### src/rtl/i2c_target_regfile.sv
// I2C target with a byte register file: oversampled SCL/SDA, 7-bit address match,
// auto-incrementing pointer for writes and reads, and a parallel host read port.
module i2c_target_regfile #(
  parameter logic [6:0] TGT_ADDR = 7'h02,
  parameter int         NREGS    = 16,
  parameter int         PW       = 4
) (
  input  logic          clk,
  input  logic          rst,
  input  logic          scl_i,
  input  logic          sda_i,
  output logic          sda_oe,
  input  logic [PW-1:0] host_addr,
  output logic [7:0]    host_data,
  output logic          wr_pulse,
  output logic [PW-1:0] wr_idx,
  output logic          rd_pulse,
  output logic          busy,
  output logic          stop_det
);
  typedef enum logic [3:0] {
    S_IDLE, S_ADDR, S_ADDR_ACK, S_PTR, S_PTR_ACK,
    S_WDATA, S_WDATA_ACK, S_RDATA, S_RDATA_ACK, S_WAIT_STOP
  } state_t;

  state_t        state_q, state_d;
  logic [2:0]    scl_sync_q, scl_sync_d, sda_sync_q, sda_sync_d;
  logic [3:0]    cnt_q, cnt_d;
  logic [7:0]    rx_q, rx_d, tx_q, tx_d;
  logic [PW-1:0] ptr_q, ptr_d;
  logic          rw_q, rw_d, busy_q, busy_d, sda_oe_q, sda_oe_d;
  logic [7:0]    regs_q [NREGS];
  logic [7:0]    regs_d [NREGS];

  logic          scl_now, sda_now, scl_rise, scl_fall, start_ev, stop_ev, byte_done;
  logic [7:0]    rx_byte, rd_cur, rd_next;
  logic [PW-1:0] ptr_inc;

  // Sync stages: [0] metastability catch, [1] synced value, [2] history for edges.
  assign scl_now   = scl_sync_q[1];
  assign sda_now   = sda_sync_q[1];
  assign scl_rise  = scl_now & ~scl_sync_q[2];
  assign scl_fall  = ~scl_now & scl_sync_q[2];
  assign start_ev  = scl_now & sda_sync_q[2] & ~sda_now;
  assign stop_ev   = scl_now & ~sda_sync_q[2] & sda_now;
  assign rx_byte   = {rx_q[6:0], sda_now};
  assign byte_done = scl_rise && (cnt_q == 4'd7);
  assign ptr_inc   = ptr_q + PW'(1);
  assign rd_cur    = regs_q[ptr_q];
  assign rd_next   = regs_q[ptr_inc];

  assign host_data = regs_q[host_addr];
  assign wr_idx    = ptr_q;
  assign sda_oe    = sda_oe_q;
  assign busy      = busy_q;

  // NOTE: every signal written here gets a default first, so no path leaves one unassigned (no latch).
  always_comb begin
    scl_sync_d = {scl_sync_q[1:0], scl_i};
    sda_sync_d = {sda_sync_q[1:0], sda_i};
    state_d    = state_q;
    cnt_d      = cnt_q;
    rx_d       = rx_q;
    tx_d       = tx_q;
    ptr_d      = ptr_q;
    rw_d       = rw_q;
    busy_d     = busy_q;
    sda_oe_d   = sda_oe_q;
    regs_d     = regs_q;
    wr_pulse   = 1'b0;
    rd_pulse   = 1'b0;
    stop_det   = 1'b0;

    if (stop_ev) begin
      state_d  = S_IDLE;
      sda_oe_d = 1'b0;
      busy_d   = 1'b0;
      stop_det = 1'b1;
    end else if (start_ev) begin
      state_d  = S_ADDR;
      cnt_d    = '0;
      sda_oe_d = 1'b0;
    end else begin
      unique case (state_q)
        S_ADDR, S_PTR, S_WDATA: begin
          if (scl_rise) begin
            rx_d  = rx_byte;
            cnt_d = cnt_q + 4'd1;
          end
          if (byte_done) begin
            cnt_d = '0;
            if (state_q == S_ADDR) begin
              if (rx_byte[7:1] == TGT_ADDR) begin
                state_d = S_ADDR_ACK;
                busy_d  = 1'b1;
                rw_d    = rx_byte[0];
              end else begin
                state_d = S_WAIT_STOP;
              end
            end else if (state_q == S_PTR) begin
              ptr_d   = rx_byte[PW-1:0];
              state_d = S_PTR_ACK;
            end else begin
              regs_d[ptr_q] = rx_byte;
              wr_pulse      = 1'b1;
              ptr_d         = ptr_inc;
              state_d       = S_WDATA_ACK;
            end
          end
        end
        // First fall after the byte starts the ACK; the next one ends it.
        S_ADDR_ACK, S_PTR_ACK, S_WDATA_ACK: begin
          if (scl_fall) begin
            if (cnt_q == 4'd0) begin
              sda_oe_d = 1'b1;
              cnt_d    = 4'd1;
            end else begin
              sda_oe_d = 1'b0;
              cnt_d    = '0;
              if (state_q == S_ADDR_ACK && rw_q) begin
                tx_d     = rd_cur;
                rd_pulse = 1'b1;
                sda_oe_d = ~rd_cur[7];
                state_d  = S_RDATA;
              end else if (state_q == S_ADDR_ACK) begin
                state_d = S_PTR;
              end else begin
                state_d = S_WDATA;
              end
            end
          end
        end
        S_RDATA: begin
          if (scl_rise) begin
            cnt_d = cnt_q + 4'd1;
          end else if (scl_fall) begin
            if (cnt_q == 4'd8) begin
              sda_oe_d = 1'b0;
              cnt_d    = '0;
              state_d  = S_RDATA_ACK;
            end else if (cnt_q == 4'd0) begin
              sda_oe_d = ~tx_q[7];
            end else begin
              tx_d     = {tx_q[6:0], 1'b0};
              sda_oe_d = ~tx_q[6];
            end
          end
        end
        S_RDATA_ACK: begin
          if (scl_rise) begin
            ptr_d = ptr_inc;
            if (!sda_now) begin
              tx_d     = rd_next;
              rd_pulse = 1'b1;
              cnt_d    = '0;
              state_d  = S_RDATA;
            end else begin
              state_d = S_WAIT_STOP;
            end
          end
        end
        default: ;
      endcase
    end
  end

  always_ff @(posedge clk) begin
    if (!rst) begin
      scl_sync_q <= 3'b111;
      sda_sync_q <= 3'b111;
      state_q    <= S_IDLE;
      cnt_q      <= '0;
      rx_q       <= '0;
      tx_q       <= '0;
      ptr_q      <= '0;
      rw_q       <= 1'b0;
      busy_q     <= 1'b0;
      sda_oe_q   <= 1'b0;
      // NOTE: the file is reset because the host port must read zeros after reset.
      regs_q     <= '{default: '0};
    end else begin
      scl_sync_q <= scl_sync_d;
      sda_sync_q <= sda_sync_d;
      state_q    <= state_d;
      cnt_q      <= cnt_d;
      rx_q       <= rx_d;
      tx_q       <= tx_d;
      ptr_q      <= ptr_d;
      rw_q       <= rw_d;
      busy_q     <= busy_d;
      sda_oe_q   <= sda_oe_d;
      regs_q     <= regs_d;
    end
  end
endmodule

### config.mk
export PLATFORM = sky130hd
export DESIGN_NAME = i2c_target_regfile
export DESIGN_NICKNAME = d
export VERILOG_FILES = /design/src/rtl/i2c_target_regfile.sv
export SDC_FILE = /design/constraint.sdc
export NUM_CORES = 1
export LEC_CHECK = 0
export ABC_CLOCK_PERIOD_IN_PS = 2900
export CAP_MARGIN = 0
export CORE_ASPECT_RATIO = 0.7
export CORE_UTILIZATION = 35
export CTS_CLUSTER_SIZE = 8
export DETAILED_ROUTE_END_ITERATION = 7
export RECOVER_POWER = 50
export SLEW_MARGIN = 15
export SYNTH_ARGS = -nofsm -noshare
export SYNTH_HDL_FRONTEND = slang
export SYNTH_SLANG_ARGS = --single-unit
### constraint.sdc
create_clock -name clk -period 2.9 [get_ports clk]
set_input_delay 0.58 -clock clk [delete_from_list [all_inputs] [get_ports clk]]
set_output_delay 0.58 -clock clk [all_outputs]
set_load 0.01 [all_outputs]
==> out/results.ini <==
[run_status]
run_status = complete, no violations

[setup_path]
cp_cell_sequence = buf_2 > buf_4 > mux4_2 > mux4_2 > dlygate4sd2_1
critical_path.endpoint_type = primary output
rrSetupSlack_ps = 140
critical_path_required_ps = 2320
regToRegStartpoint = wr_idx[2]$_SDFFE_PN0P_
critical-path-top-cell-by-count = mux4_2
cp_top_family = multiplexers
number_of_buffer_and_inverter_stages_on_the_critical_path = 3
reg_to_reg_endpoint = tx_q[3]$_SDFFE_PN0P_
worstPathMaxFanout = 7
worstSetupPathType = in -> out
worst_path_cell_with_the_longest_stage_delay = mux4_2
worstPathArrival_ps = 2270
r2r_cell_count = 6
cp_slowest_stage_delay_ps = 520
start_kind = input pin

[logic_synthesis]
mappedNetlistArea_sq_um = 10000
synthesis_warnings = 0
synthCells = 1034
synth_edf_count = 0
yosysTopAreaCell = dfxtp_1
yosys_register_bits = 164
synth_async_sr_flop_share_pct = 0
avgSynthCellArea_sq_um = 9.70
synth_ff_type = dfxtp_1
syn-num-nets = 1050
count_of_different_cell_masters_after_synthesis = 58
synthTopCellsByArea = dfxtp_1, mux4_2, a21boi_0, nand2_1, nand3_1
synth_top_cell_area_share_pct = 32.7
synth_sequential_area_ratio_pct = 32.7

[die]
initial_core_util_pct = 35.8
die-area_sq_um = 29400
die_w_um = 204
chipHeight_um = 144
core.rowCount = 51
placeableCoreArea_sq_um = 28000
pin_count = 25

[min_path]
worstHoldPathType = reg -> reg
min-delay-start = scl_sync_q[0]$_SDFF_PN1_
hold_depth = 1
min_delay_worst_endpoint = scl_sync_q[1]$_SDFF_PN1_

[timing]
worst_clock_skew_ps = 10.0
post-route-min-period_ps = 2850
tns_ps = 0
fmaxAchievable_mhz = 351
timing.slew.headroom_pct = 45.2
final_critical_path_setup_slack_ps = 54.6
grt_setup_unrepaired = no
slew_viol_final = 0
finalCritPeriodShare_pct = 98.1
finalSetupViolCount = 0
final-hold-violation-count = 0
tightest_slew_ps = 822

[cells_and_area]
final_nets = 1074
area_delta_synth_final_pct = 14.8
commonest_non_fill_non_tap_cell_in_the_layout = nand2_1
n_fill_cell = 2698
multiInputGateArea_sq_um = 6250
layout_cells_sized_above_1_pct = 21.8
antenna-diode-count = 0
final_cell_mix = nand2_1, dfxtp_1, nand3_1
regArea_sq_um = 3290

[run]
cap_viol_max_count = 0

[cts]
numCtsBuffers = 17
cts.reportedPaths.clkPinSlew_ps = 70
cts.root.buffer_cell = clkbuf_16
cts_tree = built
clock_path_buffers = 2
source_to_sink_clock_delay_at_the_later_pin_of_the_worst_skew_pair_ps = 440
numClockSinks = 164
h-tree-depth = 4
holdBufCountCts = 0

[detailed_routing]
drt-total-wl_um = 32700
remaining_drc_errors = 0
firstDrtPassIters = 5
vias = 8687
drt.antenna.violating_nets = 0
detail_route.vias_per_cell = 6.02
routedWlPerCell_um = 22.7
first_iter_violations = 1030

[power]
power_density_nw_per_um2 = 475
seq_power_share_pct = 43.4
clk_network_pwr_share_pct = 39.7
ir_worst_vdd_uv = 385
power.switching_fraction_pct = 29.9
net_switching_mw = 1.63
power.combinational.fraction_pct = 16.9
leakagePower_nw = 3.67
internal_power_mw = 3.83
post-layout-total-power_mw = 5.47

[placement]
gp_congestion = 0.941
post-dp-hpwl_um = 23800
preCtsSetupSlack_ps = -361
numPortBuffers = 24

[global_route]
gr-total-overflow = 0
grt_usage_pct = 22.8
grt_first_pass_wirelength_um = 49800
antenna_found_initial = 1
number_of_global_route_vias_before_repair = 7761
grt_max_degree = 82

==> metrics by stage <==
step	instance area (sq um)	hold slack (ps)	cells	utilization [%]
final	11500	406	1442	41.1
after global routing	11500	418	1442	41.1
after CTS	11600	408	1442	41.4
after detailed placement	11000	391	1409	39.3
after global placement	11000	392	1409	39.3
after floorplan	10000	386	1034	-
==> area by class of cell <==
type / count / share of cell area [%]
clock buffer: 19 / 3.76
multi-input combinational: 756 / 54.3
clock inverter: 13 / 0.989
tap: 371 / 4.03
inverter: 13 / 0.424
timing repair buffer: 106 / 7.91
sequential: 164 / 28.6
==> power groups by stage <==
stage	clock, mW	combinational (mW)	sequential [mW]
3_5_place_dp	0	0.918	2.42
6_report	2.17	0.921	2.37
5_1_grt	2.29	1.00	2.38
3_3_place_gp	0	0.909	2.42
2_1_floorplan	0	0.686	2.39
4_1_cts	2.20	0.927	2.37
==> synth_stat cells (2+ instances only) <==
library cell  count
or3_1             3
a211o_1           2
inv_1            10
nand3b_1          5
ha_1              8
clkbuf_1         61
a21oi_1          21
nor2b_1          12
or2_2             2
a21boi_0        100
a311oi_1          6
nor4_1            2
nand4b_1          2
nor4b_1           3
nor4_4            4
o21ai_0          21
mux4_2          109
nor3_1            5
clkinv_1          2
nor2_1           29
mux2i_1          29
xor2_1            2
buf_1            11
a21boi_1         30
buf_2            19
nand3_1         133
a2111oi_0         2
nand2_1         179
nand2b_1         11
o211a_1           3
buf_4            10
a211oi_1          7
dfxtp_1         164
xnor2_1           3
==> sequential cells by signal (all words and copies together) (netlist names), 3 cells and up <==
| signal | cells |
|---|---|
| regs_q | 128 |
| tx_q | 8 |
| rx_q | 7 |
| cnt_q | 4 |
| state_q | 4 |
| wr_idx | 4 |
| scl_sync_q | 3 |
| sda_sync_q | 3 |
==> kinds of logic after synthesis <==
kind of cell | share of synthesized area (%)
buffers and inverters | 4.88
AO/OA/AOI/OAI | 14.5
multiplexers | 27.5
AND/OR/NAND/NOR | 18.9
flip-flops | 32.7
adder cells (fa/ha/maj) | 1.10
XOR/XNOR | 0.437
==> per-layer routing <==
layer / wire length (um) / track usage [%] / up-vias
met5: 18 / 0 / -
met4: 290 / 4.16 / 2
met3: 4310 / 7.66 / 28
met2: 12300 / 28.1 / 552
met1: 15800 / 36.7 / 4236
li1: - / - / 3869
==> worst register-to-register path: cells and delay by family (launching register included) <==
kind | cells | cell delay (ps)
multiplexers | 2 | 800
AO/OA/AOI/OAI | 2 | 480
flip-flops | 1 | 770
buffers and inverters | 2 | 590
==> worst max-delay path by stage <==
stage	startpoint	cells after the start	slack [ps]	to
2_1_floorplan	wr_idx[0]$_SDFFE_PN0P_	11	70	tx_q[2]$_SDFFE_PN0P_
3_5_place_dp	host_addr[1]	5	-360	host_data[6]
3_3_place_gp	host_addr[1]	5	-330	host_data[6]
4_1_cts	host_addr[1]	5	20	host_data[2]
6_report	host_addr[0]	5	50	host_data[3]
5_1_grt	host_addr[0]	5	0.2	host_data[4]
==> repair_timing <==
action,4_1_cts,5_1_grt
gates resized for setup,13,2
pin swaps,0,0
endpoints found under the setup margin,10,5
gates cloned,1,0
setup buffers,0,0
(Power assumes the default switching activity.)
